==> src/rtl/multicycle_control.sv <==
// multicycle_control: RV32I multi-cycle sequencer FSM; define ILLEGAL_TRAP_EN to trap illegal opcodes
module multicycle_control #(
  parameter int STATE_W = 4
) (
  input  logic               clk,
  input  logic               rst,
  input  logic [6:0]         opcode,
  input  logic [2:0]         funct3,
  input  logic [6:0]         funct7,
  input  logic               BranchCond,
  input  logic               mem_ready,
  output logic               mem_req,
  output logic               AdrSrc,
  output logic               IRWrite,
  output logic               PCWrite,
  output logic               RegWrite,
  output logic               MemWrite,
  output logic [1:0]         ALUSrcA,
  output logic [1:0]         ALUSrcB,
  output logic [3:0]         ALUControl,
  output logic [1:0]         ResultSrc,
  output logic [2:0]         ImmSrc,
  output logic [2:0]         BranchType,
  output logic [2:0]         AddressingControl,
  output logic               instr_done,
  output logic [STATE_W-1:0] state_dbg
);
  typedef enum logic [STATE_W-1:0] {
    S_FETCH = 0, S_DECODE = 1, S_MEMADR = 2, S_MEMREAD = 3, S_MEMWB = 4, S_MEMWRITE = 5,
    S_EXECR = 6, S_EXECI = 7, S_EXECU = 8, S_ALUWB = 9, S_BRANCH = 10, S_JAL = 11,
    S_JALR = 12, S_TRAP = 13
  } state_t;
  localparam logic [6:0] OP_LOAD = 7'b0000011, OP_STORE = 7'b0100011, OP_R = 7'b0110011,
                         OP_I = 7'b0010011, OP_LUI = 7'b0110111, OP_AUIPC = 7'b0010111,
                         OP_BR = 7'b1100011, OP_JAL = 7'b1101111, OP_JALR = 7'b1100111;
  state_t r_state, w_next;
  logic w_req, w_adr, w_irw, w_pcw, w_rw, w_mw, w_done;
  logic [1:0] w_srca, w_srcb, w_res;
  logic [3:0] w_alu;
  logic [2:0] w_imm, w_bt, w_ac, w_dec_imm;
  function automatic logic [3:0] alu_dec(input logic [2:0] f3, input logic alt);
    case (f3)
      3'b000:  return alt ? 4'b0001 : 4'b0000;
      3'b001:  return 4'b0101;
      3'b010:  return 4'b1000;
      3'b011:  return 4'b1001;
      3'b100:  return 4'b0100;
      3'b101:  return alt ? 4'b0111 : 4'b0110;
      3'b110:  return 4'b0011;
      default: return 4'b0010;
    endcase
  endfunction
  assign w_dec_imm = (opcode == OP_STORE) ? 3'b001 :
                     (opcode == OP_BR) ? 3'b010 :
                     (opcode == OP_JAL) ? 3'b011 :
                     (opcode == OP_LUI || opcode == OP_AUIPC) ? 3'b100 : 3'b000;
  always_ff @(posedge clk)
    r_state <= rst ? S_FETCH : w_next;
  always_comb begin
    w_next = S_FETCH;
    w_req  = 1'b0;
    w_adr  = 1'b0;
    w_irw  = 1'b0;
    w_pcw  = 1'b0;
    w_rw   = 1'b0;
    w_mw   = 1'b0;
    w_srca = 2'b00;
    w_srcb = 2'b00;
    w_res  = 2'b00;
    w_alu  = 4'b0000;
    w_imm  = 3'b000;
    w_bt   = 3'b000;
    w_ac   = 3'b000;
    case (r_state)
      S_FETCH: begin
        w_req  = 1'b1;
        w_irw  = mem_ready;
        w_pcw  = mem_ready;
        w_srcb = mem_ready ? 2'b10 : 2'b00;
        w_res  = mem_ready ? 2'b10 : 2'b00;
        w_next = mem_ready ? S_DECODE : S_FETCH;
      end
      S_DECODE: begin
        w_srca = 2'b01;
        w_srcb = 2'b01;
        w_imm  = w_dec_imm;
        case (opcode)
          OP_LOAD, OP_STORE: w_next = S_MEMADR;
          OP_R:              w_next = S_EXECR;
          OP_I:              w_next = S_EXECI;
          OP_LUI, OP_AUIPC:  w_next = S_EXECU;
          OP_BR:             w_next = S_BRANCH;
          OP_JAL:            w_next = S_JAL;
          OP_JALR:           w_next = S_JALR;
`ifdef ILLEGAL_TRAP_EN
          default:           w_next = S_TRAP;
`else
          default:           w_next = S_FETCH;
`endif
        endcase
      end
      S_MEMADR: begin
        w_srca = 2'b10;
        w_srcb = 2'b01;
        w_imm  = (opcode == OP_STORE) ? 3'b001 : 3'b000;
        w_ac   = funct3;
        w_next = (opcode == OP_STORE) ? S_MEMWRITE : S_MEMREAD;
      end
      S_MEMREAD: begin
        w_req  = 1'b1;
        w_adr  = 1'b1;
        w_ac   = funct3;
        w_next = mem_ready ? S_MEMWB : S_MEMREAD;
      end
      S_MEMWB: begin
        w_res  = 2'b01;
        w_rw   = 1'b1;
        w_ac   = funct3;
        w_next = S_FETCH;
      end
      S_MEMWRITE: begin
        w_req  = 1'b1;
        w_adr  = 1'b1;
        w_mw   = 1'b1;
        w_ac   = funct3;
        w_next = mem_ready ? S_FETCH : S_MEMWRITE;
      end
      S_EXECR: begin
        w_srca = 2'b10;
        w_alu  = alu_dec(funct3, funct7 == 7'b0100000);
        w_next = S_ALUWB;
      end
      S_EXECI: begin
        w_srca = 2'b10;
        w_srcb = 2'b01;
        w_alu  = alu_dec(funct3, funct3 == 3'b101 && funct7[5]);
        w_next = S_ALUWB;
      end
      S_EXECU: begin
        w_srca = (opcode == OP_LUI) ? 2'b00 : 2'b01;
        w_srcb = 2'b01;
        w_imm  = 3'b100;
        w_alu  = (opcode == OP_LUI) ? 4'b1111 : 4'b0000;
        w_next = S_ALUWB;
      end
      S_ALUWB: begin
        w_rw   = 1'b1;
        w_next = S_FETCH;
      end
      S_BRANCH: begin
        w_srca = 2'b10;
        w_bt   = funct3;
        w_alu  = funct3[2] ? (funct3[1] ? 4'b1001 : 4'b1000) : 4'b0001;
        w_pcw  = BranchCond;
        w_next = S_FETCH;
      end
      S_JAL: begin
        w_srca = 2'b01;
        w_srcb = 2'b10;
        w_pcw  = 1'b1;
        w_next = S_ALUWB;
      end
      S_JALR: begin
        w_srca = 2'b10;
        w_srcb = 2'b01;
        w_next = S_JAL;
      end
`ifdef ILLEGAL_TRAP_EN
      S_TRAP: w_next = S_TRAP;
`endif
      default: w_next = S_FETCH;
    endcase
  end
  assign w_done = (w_next == S_FETCH) && (r_state != S_FETCH) && (r_state != S_TRAP);
  assign {mem_req, AdrSrc, IRWrite, PCWrite, RegWrite, MemWrite, ALUSrcA, ALUSrcB, ALUControl,
          ResultSrc, ImmSrc, BranchType, AddressingControl, instr_done} = rst ? '0 :
         {w_req, w_adr, w_irw, w_pcw, w_rw, w_mw, w_srca, w_srcb, w_alu,
          w_res, w_imm, w_bt, w_ac, w_done};
  assign state_dbg = rst ? '0 : r_state;
endmodule
==> config.mk <==
export PLATFORM = sky130hd
export DESIGN_NAME = multicycle_control
export DESIGN_NICKNAME = d
export VERILOG_FILES = /design/src/rtl/multicycle_control.sv
export SDC_FILE = /design/constraint.sdc
export NUM_CORES = 1
export LEC_CHECK = 0
export ABC_AREA = 1
export BUFFER_PORTS_ARGS = -buffer_cell sky130_fd_sc_hd__buf_4
export CORE_AREA = 2 2 47 49
export DETAILED_ROUTE_END_ITERATION = 10
export DIE_AREA = 0 0 49 51
export GPL_ROUTABILITY_DRIVEN = 1
export PLACE_DENSITY = 0.77
export SLEW_MARGIN = 10
export SYNTH_ARGS = -nofsm -noshare
export SYNTH_HDL_FRONTEND = slang
export SYNTH_SLANG_ARGS = --single-unit
==> constraint.sdc <==
create_clock -name clk -period 1.5 [get_ports clk]
set_clock_uncertainty 0.05 [all_clocks]
set_input_delay 0.15 -clock clk [delete_from_list [all_inputs] [get_ports clk]]
set_output_delay 0.15 -clock clk [all_outputs]
set_load 0.03 [all_outputs]
==> out/results.txt <==
max reg flops -> 4
area post-placement -> 1450 µm²
Slew HR -> 0.738
final wirelength -> 6400 µm
Worst-Margin Slew -> 391 ps
layout cells sized above 1 -> 0.639
Root Buffer -> clkbuf_4
Synth area leaders -> nor2_1, nand2_1, inv_1
via/cell ratio -> 6.46
Final min period -> 1990 ps
number of global-route vias before repair -> 1551
Arr. time, crit path -> 1790 ps
failing checks -> setup timing
Die Y -> 51 µm
final-layout fill cell count -> 38
Hold Path Origin -> rst
First DRT Iteration DRCs -> 133
FF-to-FF Start -> r_state[0]$_SDFF_PP0_
largest area contributor in the netlist -> nor2_1
Layout area overhead -> 145%
largest net degree at the start of global routing -> 20
asr flop ratio synth -> 0
RSZ-0062 raised after global routing -> true
CP Cell Sequence -> buf_4 -> nor2_4 -> buf_4 -> buf_4 -> nand3_1 -> nand3_1 -> nor2_1 -> nand2_1 -> nor2_2 -> buf_6
Crit-path slowest cell -> dfxtp_4
TritonCTS Sinks -> 4
Setup TNS -> -9000 ps
WS Path Type -> flip-flop to primary output
core area -> 2060 µm²
fmax -> 502 MHz
pwr/cell area -> 308 nW/µm²
die area -> 2500 µm²
cell area after synthesis -> 812 µm²
startpoint types -> flip-flop
IO Pins -> 51
Hold Path Stages -> 2
htree depth -> 1
CTS Buffer Depth -> 2
All-Layer GR Usage -> 0.353
Post-Place Setup Slack -> -164 ps
fin. max-slew vios -> 0
Yosys reg bits -> 4
crit path max fanout -> 6
Worst-path clk slew -> 50 ps
FF-to-FF setup slack -> -230 ps
Final Power -> 0.614 mW
first-pass GRT wire length -> 6790 µm
Hold Path End -> r_state[0]$_SDFF_PP0_
FF-to-FF End -> r_state[0]$_SDFF_PP0_
Most common cell on crit path -> buf_4
Rows -> 17
# hold bufs at CTS -> 0
die width -> 49 µm
status -> finished with violations
Reg2Reg Depth -> 11
largest delay contributor family on the critical path -> simple AND/OR/NAND/NOR gates
Ys Warns -> 0
clk_lat worst skew -> 250 ps
register area share after synthesis -> 0.0986
Post-Syn Instances -> 169
most flop-heavy register -> r_state
post-synth top area share -> 0.180
maxcap violations -> 0
number of flops mapped to enable cells by yosys -> 0
worst min-delay path class -> input port to flip-flop
Final Cycle Share -> 1.33
DR WL/cell -> 22.0 µm
Synth cell types -> 22
n_diodes -> 0
Remaining Overflow, GRT -> 0
Pre-Repair DR Iteration Count -> 5
initial core utilization -> 0.394
initial antenna violation count -> 0
commonest cells in the netlist -> nor2_1, nand2_1, inv_1
CTS Buf Count -> 3
top_reg_cell synth -> dfxtp_1
Top Registers -> r_state x4
buffer and inverter count on the worst path -> 4
Leakage -> 1.01 nW
vias -> 1880
Final WS setup -> -493 ps
post-route cell area -> 1990 µm²
DRC -> 0
RePlAce Congestion -> 0.869
Worst EP required -> 1300 ps
Synthesized Nets -> 190
count leader, synth -> nor2_1
clock tree from TritonCTS -> built
Port-buffer cells -> 50
Avg Cell Area, Syn -> 4.80 µm²
Critical Path Max Stage Delay -> 410 ps
crit end category -> primary output
maximum vdd drop -> 0.449 mV
post-route ant nets -> 0
post-detail-place hpwl -> 2560 µm
final setup vio count -> 31
Hold Fails Final Rpt -> 0
Nets -> 286
==> per-stage QoR <==
step	hold slack (ps)	instances	utilization
after floorplan	283	169	-
after global placement	395	268	0.705
after detailed placement	401	268	0.705
after CTS	144	283	0.879
after global routing	181	291	0.965
final	183	291	0.965
==> layer usage <==
layer  vias to the layer above  global-route usage  wire, µm
met1                       813               0.371      1960
met4                         0               0.224       723
met5                         -                   0         0
li1                        730                   -         -
met2                       237               0.651      2870
met3                       100              0.0673       839
==> worst register-to-register path, delay by kind of cell, from the launching register on <==
kind | cells | cell delay (ps)
AND/OR/NAND/NOR | 7 | 630
buffers and inverters | 4 | 500
flip-flops | 1 | 440
==> area by class of cell <==
type                    count  area (µm²)  share of cell area
clock buffers               3        22.5              0.0113
inverters                  30         130              0.0654
multi-input cells         131         888               0.446
flip-flops and latches      4        92.6              0.0465
well taps                  28        35.0              0.0176
repair buffers             95         822               0.413
==> power by group <==
group,internal (mW),switching [mW]
registers,0.105,0.00766
logic,0.143,0.206
clock network,0.0907,0.0615
==> cells in the final DEF (no fill, tap or decap) <==
cell and n:
nor2_1 21, dfxtp_2 1, inv_1 19, nor2_4 16, nand3_1 11, buf_6 29, nor3_1 1, a21oi_1 3
nor3_4 1, nand3_2 3, inv_4 7, a31oi_1 1, buf_4 66, nand2_4 5, clkbuf_4 3, nand3b_1 1
nand2_8 1, a211oi_2 2, o311ai_2 1, nand2_1 27, nand2_2 5, o21ai_0 5, inv_2 4, dfxtp_4 3
o21a_1 1, o21ai_1 1, a21oi_2 9, nor3_2 7, o211ai_1 1, nand4_1 3, nor2_2 5
==> repair_timing <==
item                                    in CTS  in global routing
pin swaps                                   23                 19
buffers inserted                            13                 10
gates resized for setup                     74                 37
endpoints found under the setup margin      27                 29
==> logic make-up after synthesis <==
kind of cell	count (synthesis)	synth area share
compound gates	24	0.166
buf+inv	34	0.159
flops	4	0.0986
simple gates	107	0.576
==> worst max-delay path by stage <==
stage / start / depth (start not counted) / to / slack (ps)
finish: r_state[1]$_SDFF_PP0_ / 10 / instr_done / -490
floorplan: r_state[1]$_SDFF_PP0_ / 5 / BranchType[0] / -160
CTS: r_state[2]$_SDFF_PP0_ / 6 / ImmSrc[0] / -330
detailed placement: r_state[3]$_SDFF_PP0_ / 6 / AddressingControl[0] / -160
global route: r_state[1]$_SDFF_PP0_ / 8 / ALUControl[0] / -480
global placement: r_state[1]$_SDFF_PP0_ / 8 / ALUControl[0] / -140
Power figures use the tool's default switching activity.
